**config.mk**
```make
export PLATFORM = sky130hd
export DESIGN_NAME = rice_bit_window
export DESIGN_NICKNAME = d
export VERILOG_FILES = /design/src/rtl/rice_pkg.sv /design/src/rtl/rice_lzc.sv /design/src/rtl/rice_bit_window.sv
export SDC_FILE = /design/constraint.sdc
export NUM_CORES = 1
export LEC_CHECK = 0
export ABC_AREA = 1
export CAP_MARGIN = 20
export CORE_MARGIN = 4
export CORE_UTILIZATION = 40
export DETAILED_ROUTE_END_ITERATION = 10
export DONT_BUFFER_PORTS = 1
export PLACE_DENSITY_LB_ADDON = 0.08
export SETUP_SLACK_MARGIN = 0.1
export SLEW_MARGIN = 40
export SYNTH_ARGS = -nofsm -noshare
export SYNTH_HDL_FRONTEND = slang
export SYNTH_SLANG_ARGS = --single-unit
```
**constraint.sdc**
```tcl
create_clock -name clk_i -period 11.9 [get_ports clk_i]
set_clock_uncertainty 0.2 [all_clocks]
set_input_delay 2.38 -clock clk_i [delete_from_list [all_inputs] [get_ports clk_i]]
set_output_delay 2.38 -clock clk_i [all_outputs]
set_load 0.05 [all_outputs]
```
**src/rtl/rice_pkg.sv**
```systemverilog
// rice_pkg: shared state encoding and default sizing for the Rice bit-window front end
package rice_pkg;
    typedef enum logic [1:0] {IDLE, FS, REM} state_e;
    localparam int BUF_W_DEF = 64;
    localparam int CNT_W = $clog2(BUF_W_DEF + 1);
endpackage

```
**src/rtl/rice_lzc.sv**
```systemverilog
// rice_lzc: leading-zero counter over the valid (top cnt_i) bits of a left-aligned vector
//   vec_i      : left-aligned bit buffer
//   cnt_i      : number of valid bits counted from the MSB
//   lz_o       : zeros before the first '1' (W when none)
//   all_zero_o : no '1' among the valid bits
module rice_lzc #(
    parameter int W = 64
) (
    input  logic [W-1:0]           vec_i,
    input  logic [$clog2(W+1)-1:0] cnt_i,
    output logic [$clog2(W+1)-1:0] lz_o,
    output logic                   all_zero_o
);
    localparam int CW = $clog2(W + 1);
    logic [W-1:0] m;
    always_comb begin
        m = vec_i & ~({W{1'b1}} >> cnt_i);
        lz_o = CW'(W);
        for (int i = 0; i < W; i++) if (m[i]) lz_o = CW'(W - 1 - i);
    end
    assign all_zero_o = ~|m;
endmodule

```
**src/rtl/rice_bit_window.sv**
```systemverilog
// rice_bit_window: bit buffer that splits Rice blocks into FS lengths and k-bit remainders
//   in_*      : packed input words, MSB first, valid/ready
//   blk_start_i/k_i/j_i : start a block of j samples with remainder width k
//   flush_i   : drop buffered bits, clear error, return to IDLE
//   sym_*     : decoded symbols (phase 0 = FS length, 1 = remainder), valid/ready
//   fs_done_o/rem_done_o/blk_done_o : one-cycle completion pulses
//   err_o     : sticky, FS run overflowed a full buffer
//   bits_avail_o : valid bits held in the buffer
import rice_pkg::*;
module rice_bit_window #(
    parameter int IN_W  = 32,
    parameter int BUF_W = 64,
    parameter int KW    = 6,
    parameter int JW    = 6
) (
    input  logic                       clk_i,
    input  logic                       reset_i,
    input  logic [IN_W-1:0]            in_data_i,
    input  logic                       in_valid_i,
    output logic                       in_ready_o,
    input  logic                       blk_start_i,
    input  logic [KW-1:0]              k_i,
    input  logic [JW-1:0]              j_i,
    input  logic                       flush_i,
    output logic [BUF_W-1:0]           sym_data_o,
    output logic                       sym_phase_o,
    output logic                       sym_valid_o,
    input  logic                       sym_ready_i,
    output logic                       fs_done_o,
    output logic                       rem_done_o,
    output logic                       blk_done_o,
    output logic                       err_o,
    output logic [$clog2(BUF_W+1)-1:0] bits_avail_o
);
    localparam int CW = $clog2(BUF_W + 1);
    state_e st_q, st_d;
    logic [BUF_W-1:0] buf_q, buf_d;
    logic [CW-1:0] cnt_q, cnt_d, lz, n, cnt_c, kc;
    logic [KW-1:0] k_q, k_d;
    logic [JW-1:0] fcnt_q, fcnt_d, rcnt_q, rcnt_d;
    logic err_q, err_d, fs_done_q, fs_done_d, rem_done_q, rem_done_d, blk_done_q, blk_done_d;
    logic all_zero, fs_ok, rem_ok, fire, acc, err_c;
    rice_lzc #(.W(BUF_W)) u_lzc (
        .vec_i     (buf_q),
        .cnt_i     (cnt_q),
        .lz_o      (lz),
        .all_zero_o(all_zero)
    );
    assign kc           = CW'(k_q);
    assign fs_ok        = st_q == FS && lz < cnt_q;
    assign rem_ok       = st_q == REM && cnt_q >= kc;
    assign sym_valid_o  = fs_ok | rem_ok;
    assign sym_phase_o  = st_q == REM;
    assign sym_data_o   = fs_ok ? BUF_W'(lz) : rem_ok ? buf_q >> (CW'(BUF_W) - kc) : '0;
    assign fire         = sym_valid_o & sym_ready_i;
    assign n            = !fire ? '0 : fs_ok ? lz + 1'b1 : kc;
    assign cnt_c        = cnt_q - n;
    assign in_ready_o   = cnt_q <= CW'(BUF_W - IN_W);
    assign acc          = in_valid_i & in_ready_o;
    // A full buffer with no '1' can never complete an FS code, so it is an error.
    assign err_c        = st_q == FS && cnt_q == CW'(BUF_W) && all_zero;
    assign fs_done_o    = fs_done_q;
    assign rem_done_o   = rem_done_q;
    assign blk_done_o   = blk_done_q;
    assign err_o        = err_q;
    assign bits_avail_o = cnt_q;
    always_comb begin
        st_d       = st_q;
        k_d        = k_q;
        fcnt_d     = fcnt_q;
        rcnt_d     = rcnt_q;
        err_d      = err_q;
        fs_done_d  = 1'b0;
        rem_done_d = 1'b0;
        blk_done_d = 1'b0;
        // New word lands directly behind the bits that survive this cycle's consume.
        buf_d      = (buf_q << n) | (acc ? {in_data_i, {(BUF_W-IN_W){1'b0}}} >> cnt_c : '0);
        cnt_d      = cnt_c + (acc ? CW'(IN_W) : '0);
        if (st_q == IDLE && blk_start_i) begin
            if (j_i != '0) begin
                st_d   = FS;
                k_d    = k_i;
                fcnt_d = j_i;
                rcnt_d = j_i;
            end else blk_done_d = 1'b1;
        end
        if (fire && fs_ok) begin
            fcnt_d = fcnt_q - 1'b1;
            if (fcnt_q == JW'(1)) begin
                fs_done_d  = 1'b1;
                blk_done_d = k_q == '0;
                st_d       = k_q == '0 ? IDLE : REM;
            end
        end
        if (fire && rem_ok) begin
            rcnt_d = rcnt_q - 1'b1;
            if (rcnt_q == JW'(1)) begin
                rem_done_d = 1'b1;
                blk_done_d = 1'b1;
                st_d       = IDLE;
            end
        end
        if (err_c) begin
            err_d = 1'b1;
            buf_d = '0;
            cnt_d = '0;
            st_d  = IDLE;
        end
        if (flush_i) begin
            err_d      = 1'b0;
            buf_d      = '0;
            cnt_d      = '0;
            st_d       = IDLE;
            fs_done_d  = 1'b0;
            rem_done_d = 1'b0;
            blk_done_d = 1'b0;
        end
    end
    always_ff @(posedge clk_i) begin
        if (reset_i) begin
            st_q       <= IDLE;
            buf_q      <= '0;
            cnt_q      <= '0;
            k_q        <= '0;
            fcnt_q     <= '0;
            rcnt_q     <= '0;
            err_q      <= 1'b0;
            fs_done_q  <= 1'b0;
            rem_done_q <= 1'b0;
            blk_done_q <= 1'b0;
        end else begin
            st_q       <= st_d;
            buf_q      <= buf_d;
            cnt_q      <= cnt_d;
            k_q        <= k_d;
            fcnt_q     <= fcnt_d;
            rcnt_q     <= rcnt_d;
            err_q      <= err_d;
            fs_done_q  <= fs_done_d;
            rem_done_q <= rem_done_d;
            blk_done_q <= blk_done_d;
        end
    end
endmodule

```
# Word-level counts from Yosys, hierarchy flattened
# Index checks and enable logic that the tools add are counted.
# op_classes
n_addsub	6
magnitude_cmp	3
n_eq_ne	5
shifts	4
n_mux	89
bitwise_logic	8
reduce_logical	23
# ops
operator	count
$mux W7	66
$mux W64	3
$shr A64 B7 Y64	2
$and A64 B64 Y64	1
$not A64 Y64	1
$or A64 B64 Y64	1
$reduce_or A64 Y1	1
$shl A64 B7 Y64	1
$shr A64 B7 Y64 const A	1
$mux W6	5
$mux W2	7
$eq A6 B1 Y1 const B	2
$sub A6 B1 Y6 const B	2
$reduce_or A3 Y1	3
$mux W1	8
$reduce_bool A2 Y1	4
$add A7 B1 Y7 const B	1
$add A7 B6 Y7	1
$eq A7 B7 Y1 const B	1
$ge A7 B6 Y1	1
$le A7 B6 Y1 const B	1
$logic_and A1 B1 Y1	7
$lt A7 B7 Y1	1
$sub A7 B6 Y7 const A	1
12 further kinds	16
# word_totals
ff_bits	95
in_bits	50
wordCells	148

# Longest topological paths before layout
# Gate-level depths: netlist of the first run.
# depth
depth_word	76
depth_mapped	94
depth_no_buf	90

# Cells and area by module
# A second synthesis of the first run with hierarchy kept.
# hier_totals
hier_cells	2907
area_unflattened_um2	15747.6
# modules_own_cells
mod	n_inst	cells_per_inst	area_per_inst_um2	seq_area_each_um2
rice_bit_window	1	2590	14283.7	1901.8
rice_lzc	1	317	1463.9	0.0

# Least setup slack after synthesis of the first run
# Ideal clock, no wire load.
# synth_timing
path_kind	register -> output
from	reg cnt_q[1], in the netlist bits_avail_o[1]
to	out sym_data_o[3]
arrival_time_ns	5.601
required_time_ns	9.320
slack_ns	3.719
stages_incl_launch_ff	73
n_path_buf	0
cell_sequence	dfxtp_1 inv_1 nand2_2 nand2_2 nand2_1 nand3_2 nand2_1 nand2_1 nand2_1 nand2_1 nand2_1 nand2_1 nand2_1 nand2_1 nand2_1 nand2_1 nand2_1 nand2_1 [... 37 more ...] nand2_1 nand2_1 nand2_1 nand2_1 nand2_1 nand2_1 nand2_1 nand2_1 nand2_1 nand2_1 nand2_1 nand2_1 nand2_1 nand2_1 nand2_1 nand2_2 nand2_4 o21ai_0
# synth_between
elab_chain_len	70
word_cells_on_any_way	73
classes_between	order compare: 2; shift: 1; mux: 66; bitwise: 2; reduce/logical: 2
# synth_rtl
item	line_no	text
start, declared	rice_bit_window.sv:38	logic [CW-1:0] cnt_q, cnt_d, lz, n, cnt_c, kc;
start signal, assigned	rice_bit_window.sv:134	cnt_q <= cnt_d;
$shr A64 B7 Y64	rice_lzc.sv:17	m = vec_i & ~({W{1'b1}} >> cnt_i);
$not A64 Y64	rice_lzc.sv:17	
$and A64 B64 Y64	rice_lzc.sv:17	
$mux W7 (64 in series)	rice_lzc.sv:19	for (int i = 0; i < W; i++) if (m[i]) lz_o = CW'(W - 1 - i);
$lt A7 B7 Y1	rice_bit_window.sv:50	assign fs_ok = st_q == FS && lz < cnt_q;
$logic_and A1 B1 Y1	rice_bit_window.sv:50	
$mux W64 *	rice_bit_window.sv:54	assign sym_data_o = fs_ok ? BUF_W'(lz) : rem_ok ? buf_q >> (CW'(BUF_W) - kc) : '0;
end, declared	rice_bit_window.sv:25	output logic [BUF_W-1:0] sym_data_o,
# Mark *: on every way between the ends. The rest lies on a longest branch, timed or not.

# Worst setup path after layout of the first run
# layout_timing
from	reg cnt_q[1], in the netlist bits_avail_o[1]
to	reg buf_q[59]
# layout_between
elab_chain_len	76
word_cells_on_any_way	89
classes_between	add/sub: 2; order compare: 3; eq/ne: 1; shift: 3; mux: 67; bitwise: 6; reduce/logical: 7
# layout_rtl
item	line_no	text
$shr A64 B7 Y64	rice_lzc.sv:17	
$not A64 Y64	rice_lzc.sv:17	
$and A64 B64 Y64	rice_lzc.sv:17	
$mux W7 (64 in series)	rice_lzc.sv:19	
$lt A7 B7 Y1	rice_bit_window.sv:50	
$logic_and A1 B1 Y1	rice_bit_window.sv:50	
$or A1 B1 Y1	rice_bit_window.sv:52	assign sym_valid_o = fs_ok | rem_ok;
$and A1 B1 Y1	rice_bit_window.sv:55	assign fire = sym_valid_o & sym_ready_i;
$mux W7	rice_bit_window.sv:56	assign n = !fire ? '0 : fs_ok ? lz + 1'b1 : kc;
$sub A7 B7 Y7	rice_bit_window.sv:57	assign cnt_c = cnt_q - n;
$shr A64 B7 Y64	rice_bit_window.sv:77	buf_d = (buf_q << n) | (acc ? {in_data_i, {(BUF_W-IN_W){1'b0}}} >> cnt_c : '0);
$mux W64	rice_bit_window.sv:77	
$or A64 B64 Y64	rice_bit_window.sv:77	
end signal, assigned	rice_bit_window.sv:133	buf_q <= buf_d;
end, declared	rice_bit_window.sv:37	logic [BUF_W-1:0] buf_q, buf_d;
# Parallel ways exist; a longest one is shown, timed or not.
# A chain may end at the register's enable or synchronous reset.

==> key figures, run 1 <==
Detailed routing
  – Total Wirelength: 76200 um
  – Initial DRC count: 2585
  – DRC: 0
  – First-pass DRT Iterations: 6
  – Detail Route Antenna Nets: 0
  – Total number of vias: roughly 20000
  – WL/cell: about 23 um
  – Vias per cell: 5.97

Final layout
  – Most common cell after layout, fill and taps aside: nand2_1
  – Most frequent cells in the layout: nand2_1, nand3_1, o21ai_0
  – Fin area: 16500 um2
  – Layout area overhead: 4.93%
  – Nets: approximately 2900
  – Share of cells above drive strength 1: 0.0663

Worst setup path
  – Critical-path top delay cell: dfxtp_1
  – R2R cell count: between 80 and 90
  – Reg-to-reg critical path startpoint: bits_avail_o[1]
  – CP endpoint: buf_q[59]
  – Setup CP Type: reg2reg
  – Worst path required time: 11.92 ns
  – Worst setup SP type: flop
  – Flop-to-flop setup slack: 2.17 ns
  – Crit path launch: bits_avail_o[1]
  – Most common cell on crit path: nand2_1
  – Maximum fanout along the worst path: 26
  – Crit Reg-Reg Endpoint: buf_q[59]
  – Max stage delay on crit path: 0.83 ns
  – Arrival @ worst endpoint: 9.76 ns
  – CP endpoint kind: flop

Synth
  – Flops & latches, synth: 95
  – Share of the synthesized area in the top cell type: 0.217
  – Synth area leader: nand2_1
  – Yosys Warn Count: 0
  – Mapped cell area: about 16000 um2
  – Synth Instances: 2968
  – Part of the Yosys area used for sequential elements: 0.121
  – Syn avg cell area: 5.30 um2
  – Area contributors post-synth: nand2_1, nand3_1, dfxtp_1
  – Ys flop type: dfxtp_1
  – Post-synth EDFFs: 0
  – Netlist cell types: 51
  – Ys async rst share: 0
  – Post-synthesis net count: 3044

Pwr
  – VDD IR max: 0.000164 V
  – Power Dens Cells: 297 nW/um2
  – Pleak: roughly 7.7 nW

Floorplanning
  – Die height: 206 um
  – Top-Level Pins: 128
  – DIE WIDTH: 206 um
  – # rows: 72
  – Core Box Area: 38700 um2
  – Total die area: about 43000 um2
  – Initial Util: 0.406

Timing
  – Post-route minimum period: 9.73 ns
  – Worst hold slack: 0.280 ns
  – Slew margin rel.: 0.399
  – Setup TNS: 0 ns
  – Max Fclk: roughly 100 MHz
  – Max-slew violation count: 0
  – Period utilization: 0.818
  – Final setup vio count: 0
  – Unrepaired setup endpoints after global routing: false
  – Hold Violations, Final: 0
  – Worst slew pin tran: 0.900 ns

Global routing
  – Largest net degree at the start of global routing: 90
  – Grt met1 use: 0.471
  – Gr busiest metal: met2
  – Met3 usage: 0.0635
  – GRT Residual Overflow: 0
  – First-pass GRT wire length: 111000 um
  – Gr usage total: 0.341
  – Met2 usage: 0.523
  – Number of global-route vias before repair: 17900
  – Initial antenna violation count: 2

Clocking
  – CTS tree: done
  – Deepest clock path buffer count: 2
  – TritonCTS Buffers: 9
  – Cts hold-fix bufs: 0
  – Clk_lat worst skew: ~0.38 ns
  – Clock transition at path regs: 0.09 ns
  – Clock Root Buffer: clkbuf_16
  – H-tree depth: 3
  – Post-CTS setup buffers: 0
  – Sink Count: 95
  – CTS resizes: 0

Run
  – Max Cap Viol: 0

Outcome
  – Status: finished clean

Placed design
  – Area after DPL: roughly 16000 um2
  – Port bufs: 0
  – Routability Congestion: between 1 and 1.5
  – Post-DP HPWL: roughly 58000 um

Worst hold path
  – HP Class: reg2reg
where the power goes:
part	leakage [nW]	switching, mW	total [mW]	internal [mW]
Combinational	6.75	2.79	3.86	1.07
Clock	0.141	0.156	0.307	0.151
Sequential	0.775	0.312	0.734	0.422
cells by family (layout without fill, tap and decap cells):
logic type                 after synthesis  count (layout)  share of synthesized area
other                                    0               1                          0
buffers and inverters                  449             301                      0.116
xor gates and xnor gates                15              15                    0.00835
muxes                                  121             121                     0.0769
DFF                                     95              95                      0.121
adders and majority gates               26              26                     0.0211
and+or+nand+nor                       1715            1715                      0.463
AOI/OAI and AO/OA                      547             547                      0.194
metrics by stage:
stage	std cells	worst slack (ns)	power, mW	utilization
final	3339	2.17	4.90	0.426
after global placement	3320	2.19	4.42	0.412
after floorplan	2968	3.72	3.20	-
after detailed placement	3320	2.36	4.44	0.417
after CTS	3336	2.32	4.75	0.424
after global routing	3338	1.08	5.28	0.426
flip-flops by register name (all words and copies together) (netlist names):
signal        flops
fs_done_o         1
fcnt_q            6
rcnt_q            6
k_q               6
bits_avail_o      7
err_o             1
buf_q            64
rem_done_o        1
blk_done_o        1
st_q              2
cells in the mapped netlist (14+ instances only):
cell      instances
a211oi_1         20
a21oi_1         136
a31oi_1          30
a32oi_1          15
buf_1            16
buf_2            43
buf_4            15
clkbuf_1        129
dfxtp_1          95
ha_1             25
inv_1           227
mux2i_1         121
nand2_1         911
nand3_1         509
nand4_1          23
nor2_1          199
nor3_1           36
o211ai_1         27
o21ai_0         280
or2_2            14
how the worst min path moves through the flow:
stage | cells after the start | end | from | slack [ns]
final | 2 | rcnt_q[1] | rcnt_q[1] | 0.28
after global routing | 2 | rcnt_q[1] | rcnt_q[1] | 0.31
after CTS | 2 | rcnt_q[1] | rcnt_q[1] | 0.28
after global placement | 2 | fcnt_q[5] | fcnt_q[5] | 0.26
after detailed placement | 2 | rcnt_q[1] | rcnt_q[1] | 0.27
after floorplan | 2 | fcnt_q[5] | fcnt_q[5] | 0.25
worst max-delay path: cells and delay by family, from the launching register on:
family,cells,cell delay (ns)
DFF,1,0.83
and+or+nand+nor,79,6.09
xor gates and xnor gates,1,0.29
AOI/OAI and AO/OA,3,0.71
adders and majority gates,1,0.43
buffers and inverters,5,0.99
area by class of cell:
class                      instances  area [um2]
timing repair buffer              43         348
antenna                            1        2.50
multi-input combinational       2424       12400
clock buffer                      10         239
fill                            4545       22200
sequential                        95        1910
tap                              518         648
inverter                         242         913
clock inverter                     6        50.0
layer usage:
| layer | part of all wire | vias up |
|---|---|---|
| li1 | - | 9623 |
| met5 | 0.00018 | - |
| met2 | 0.44 | 992 |
| met3 | 0.094 | 156 |
| met1 | 0.42 | 9157 |
| met4 | 0.047 | 2 |
No activity file was read; power rests on OpenSTA's default activity.
==> inputs of run 2 (changes only) <==
==> constraint.sdc (replaced) <==
create_clock -name clk_i -period 9.5 [get_ports clk_i]
set_clock_uncertainty 0.2 [all_clocks]
set_input_delay 1.9 -clock clk_i [delete_from_list [all_inputs] [get_ports clk_i]]
set_output_delay 1.9 -clock clk_i [all_outputs]
set_load 0.05 [all_outputs]
==> key figures, run 2 (synthesis gave the netlist of run 1 again) <==
Timing
  – Worst slew pin tran: 0.891 ns
  – Worst hold slack: 0.284 ns
  – Final setup vio count: 0
  – Unrepaired setup endpoints after global routing: false
  – Max-slew violation count: 0
  – Slew margin rel.: 0.405
  – Post-route minimum period: 8.41 ns
  – Final Worst Setup Slack: 1.09 ns
  – Setup TNS: 0 ns
  – Max Fclk: about 120 MHz
  – Period utilization: 0.886
  – Hold Violations, Final: 0

Placed design
  – Post-DP HPWL: 61200 um
  – Dpl cells: between 3000 and 4000
  – Routability Congestion: about 1.0
  – Port bufs: 0
  – Worst slack, placed: 0.776 ns
  – Area after DPL: 16300 um2

Global routing
  – Largest net degree at the start of global routing: 84
  – Number of global-route vias before repair: ~18000
  – GRT Residual Overflow: 0
  – Gr usage total: 0.355
  – First-pass GRT wire length: about 110000 um
  – Initial antenna violation count: 2

Final layout
  – Fill cells: 4452
  – Fin area: 16800 um2
  – Top reg by flops: buf_q
  – Nets: roughly 3000
  – Most common cell after layout, fill and taps aside: nand2_1
  – Most frequent cells in the layout: nand2_1, nand3_1, o21ai_0
  – Fin util: 0.433
  – Max reg flops: 64
  – Final non-filler cell total: 3369
  – Layout area overhead: 6.56%
  – Share of cells above drive strength 1: 0.0740

Worst setup path
  – Flop-to-flop setup slack: roughly 1.1 ns
  – Crit Reg-Reg Endpoint: buf_q[31]
  – Max stage delay on crit path: 0.58 ns
  – Most common cell on crit path: nand2_1
  – R2R cell count: 80
  – Arrival @ worst endpoint: 8.47 ns
  – Maximum fanout along the worst path: 20
  – Worst path required time: 9.56 ns
  – CP endpoint kind: flop
  – Worst setup SP type: flop
  – Crit path launch: bits_avail_o[2]
  – Critical-path top delay cell: fa_1
  – Reg-to-reg critical path startpoint: bits_avail_o[2]
  – Setup CP Type: reg2reg

Detailed routing
  – Vias per cell: 5.97
  – DRC: 0
  – Total Wirelength: slightly below 80000 um
  – Total number of vias: slightly above 20000
  – WL/cell: 23.4 um
  – Initial DRC count: 2357
  – First-pass DRT Iterations: 6
  – Detail Route Antenna Nets: 0

Worst hold path
  – Worst hold start: fcnt_q[5]
  – Cell count of the worst hold path: 2
  – Worst Hold Path EP: fcnt_q[5]
  – HP Class: reg2reg

Clocking
  – TritonCTS Buffers: 9
  – H-tree depth: 3
  – CTS tree: done
  – Clk_lat worst skew: 0.40 ns
  – Deepest clock path buffer count: 2
  – Clock transition at path regs: roughly 0.090 ns
  – Clock Root Buffer: clkbuf_16
  – Sink Count: 95

Pwr
  – Int Pwr: 2.16 mW
  – Power share of the clock group: 0.063
  – Pleak: a little under 8 nW
  – VDD IR max: 0.000220 V
  – Combinational share of power: 0.792
  – Sw frac: 0.663
  – Power Dens Cells: 382 nW/um2
  – Sequential share of power: 0.145
  – PnR Total Power: 6.41 mW
  – Net switching power: 4.25 mW

Floorplanning
  – Initial Util: 0.406
  – Die height: 206 um
  – Top-Level Pins: 128
  – Core Box Area: 38700 um2
  – DIE WIDTH: 206 um
  – Total die area: 42600 um2
  – # rows: between 70 and 80

Outcome
  – Status: finished clean

Run
  – Max Cap Viol: 0
run 2: repair_timing:
action                                  CTS  global route
setup buffers                             0             7
gates resized for setup                   0             7
hold buffers                              0             0
endpoints found under the setup margin    0            63
run 2: layout make-up:
class | count | area (um2) | share of cell area
antenna | 1 | 2.50 | 0.000149
clock buffer | 10 | 250 | 0.0149
clock inverter | 5 | 50.0 | 0.00298
inverter | 242 | 917 | 0.0547
multi-input combinational | 2425 | 12400 | 0.740
sequential | 95 | 1910 | 0.114
tap | 518 | 648 | 0.0386
timing repair buffer | 73 | 583 | 0.0348
run 2: worst max-delay path: cells and delay by family, from the launching register on:
kind / cells / cell delay (ns)
muxes: 2 / 0.46
DFF: 1 / 0.34
adders and majority gates: 2 / 0.81
AOI/OAI and AO/OA: 6 / 1.65
buffers and inverters: 4 / 0.74
and+or+nand+nor: 66 / 4.02
run 2: power groups by stage:
stage          sequential [mW]  clock (mW)  combinational (mW)
2_1_floorplan            0.645           0                3.36
3_3_place_gp             0.911           0                4.78
3_5_place_dp             0.910           0                4.80
4_1_cts                  0.899       0.409                4.82
5_1_grt                  0.906       0.418                5.52
6_report                 0.930       0.404                5.08
run 2: how the worst max path moves through the flow:
| stage | to | slack, ns | depth (start not counted) |
|---|---|---|---|
| final | buf_q[31] | 1.09 | 80 |
| after global routing | buf_q[3] | 0.14 | 91 |
| after CTS | buf_q[35] | 0.73 | 89 |
| after detailed placement | buf_q[35] | 0.78 | 89 |
| after global placement | buf_q[35] | 0.81 | 85 |
| after floorplan | buf_q[34] | 1.45 | 91 |
run 2: layer usage:
layer / global-route usage / up-vias / part of all wire
met5: 0 / - / 0
li1: - / 9683 / -
met3: 0.0744 / 144 / 0.086
met4: 0.153 / 0 / 0.046
met1: 0.488 / 9356 / 0.43
met2: 0.536 / 920 / 0.43
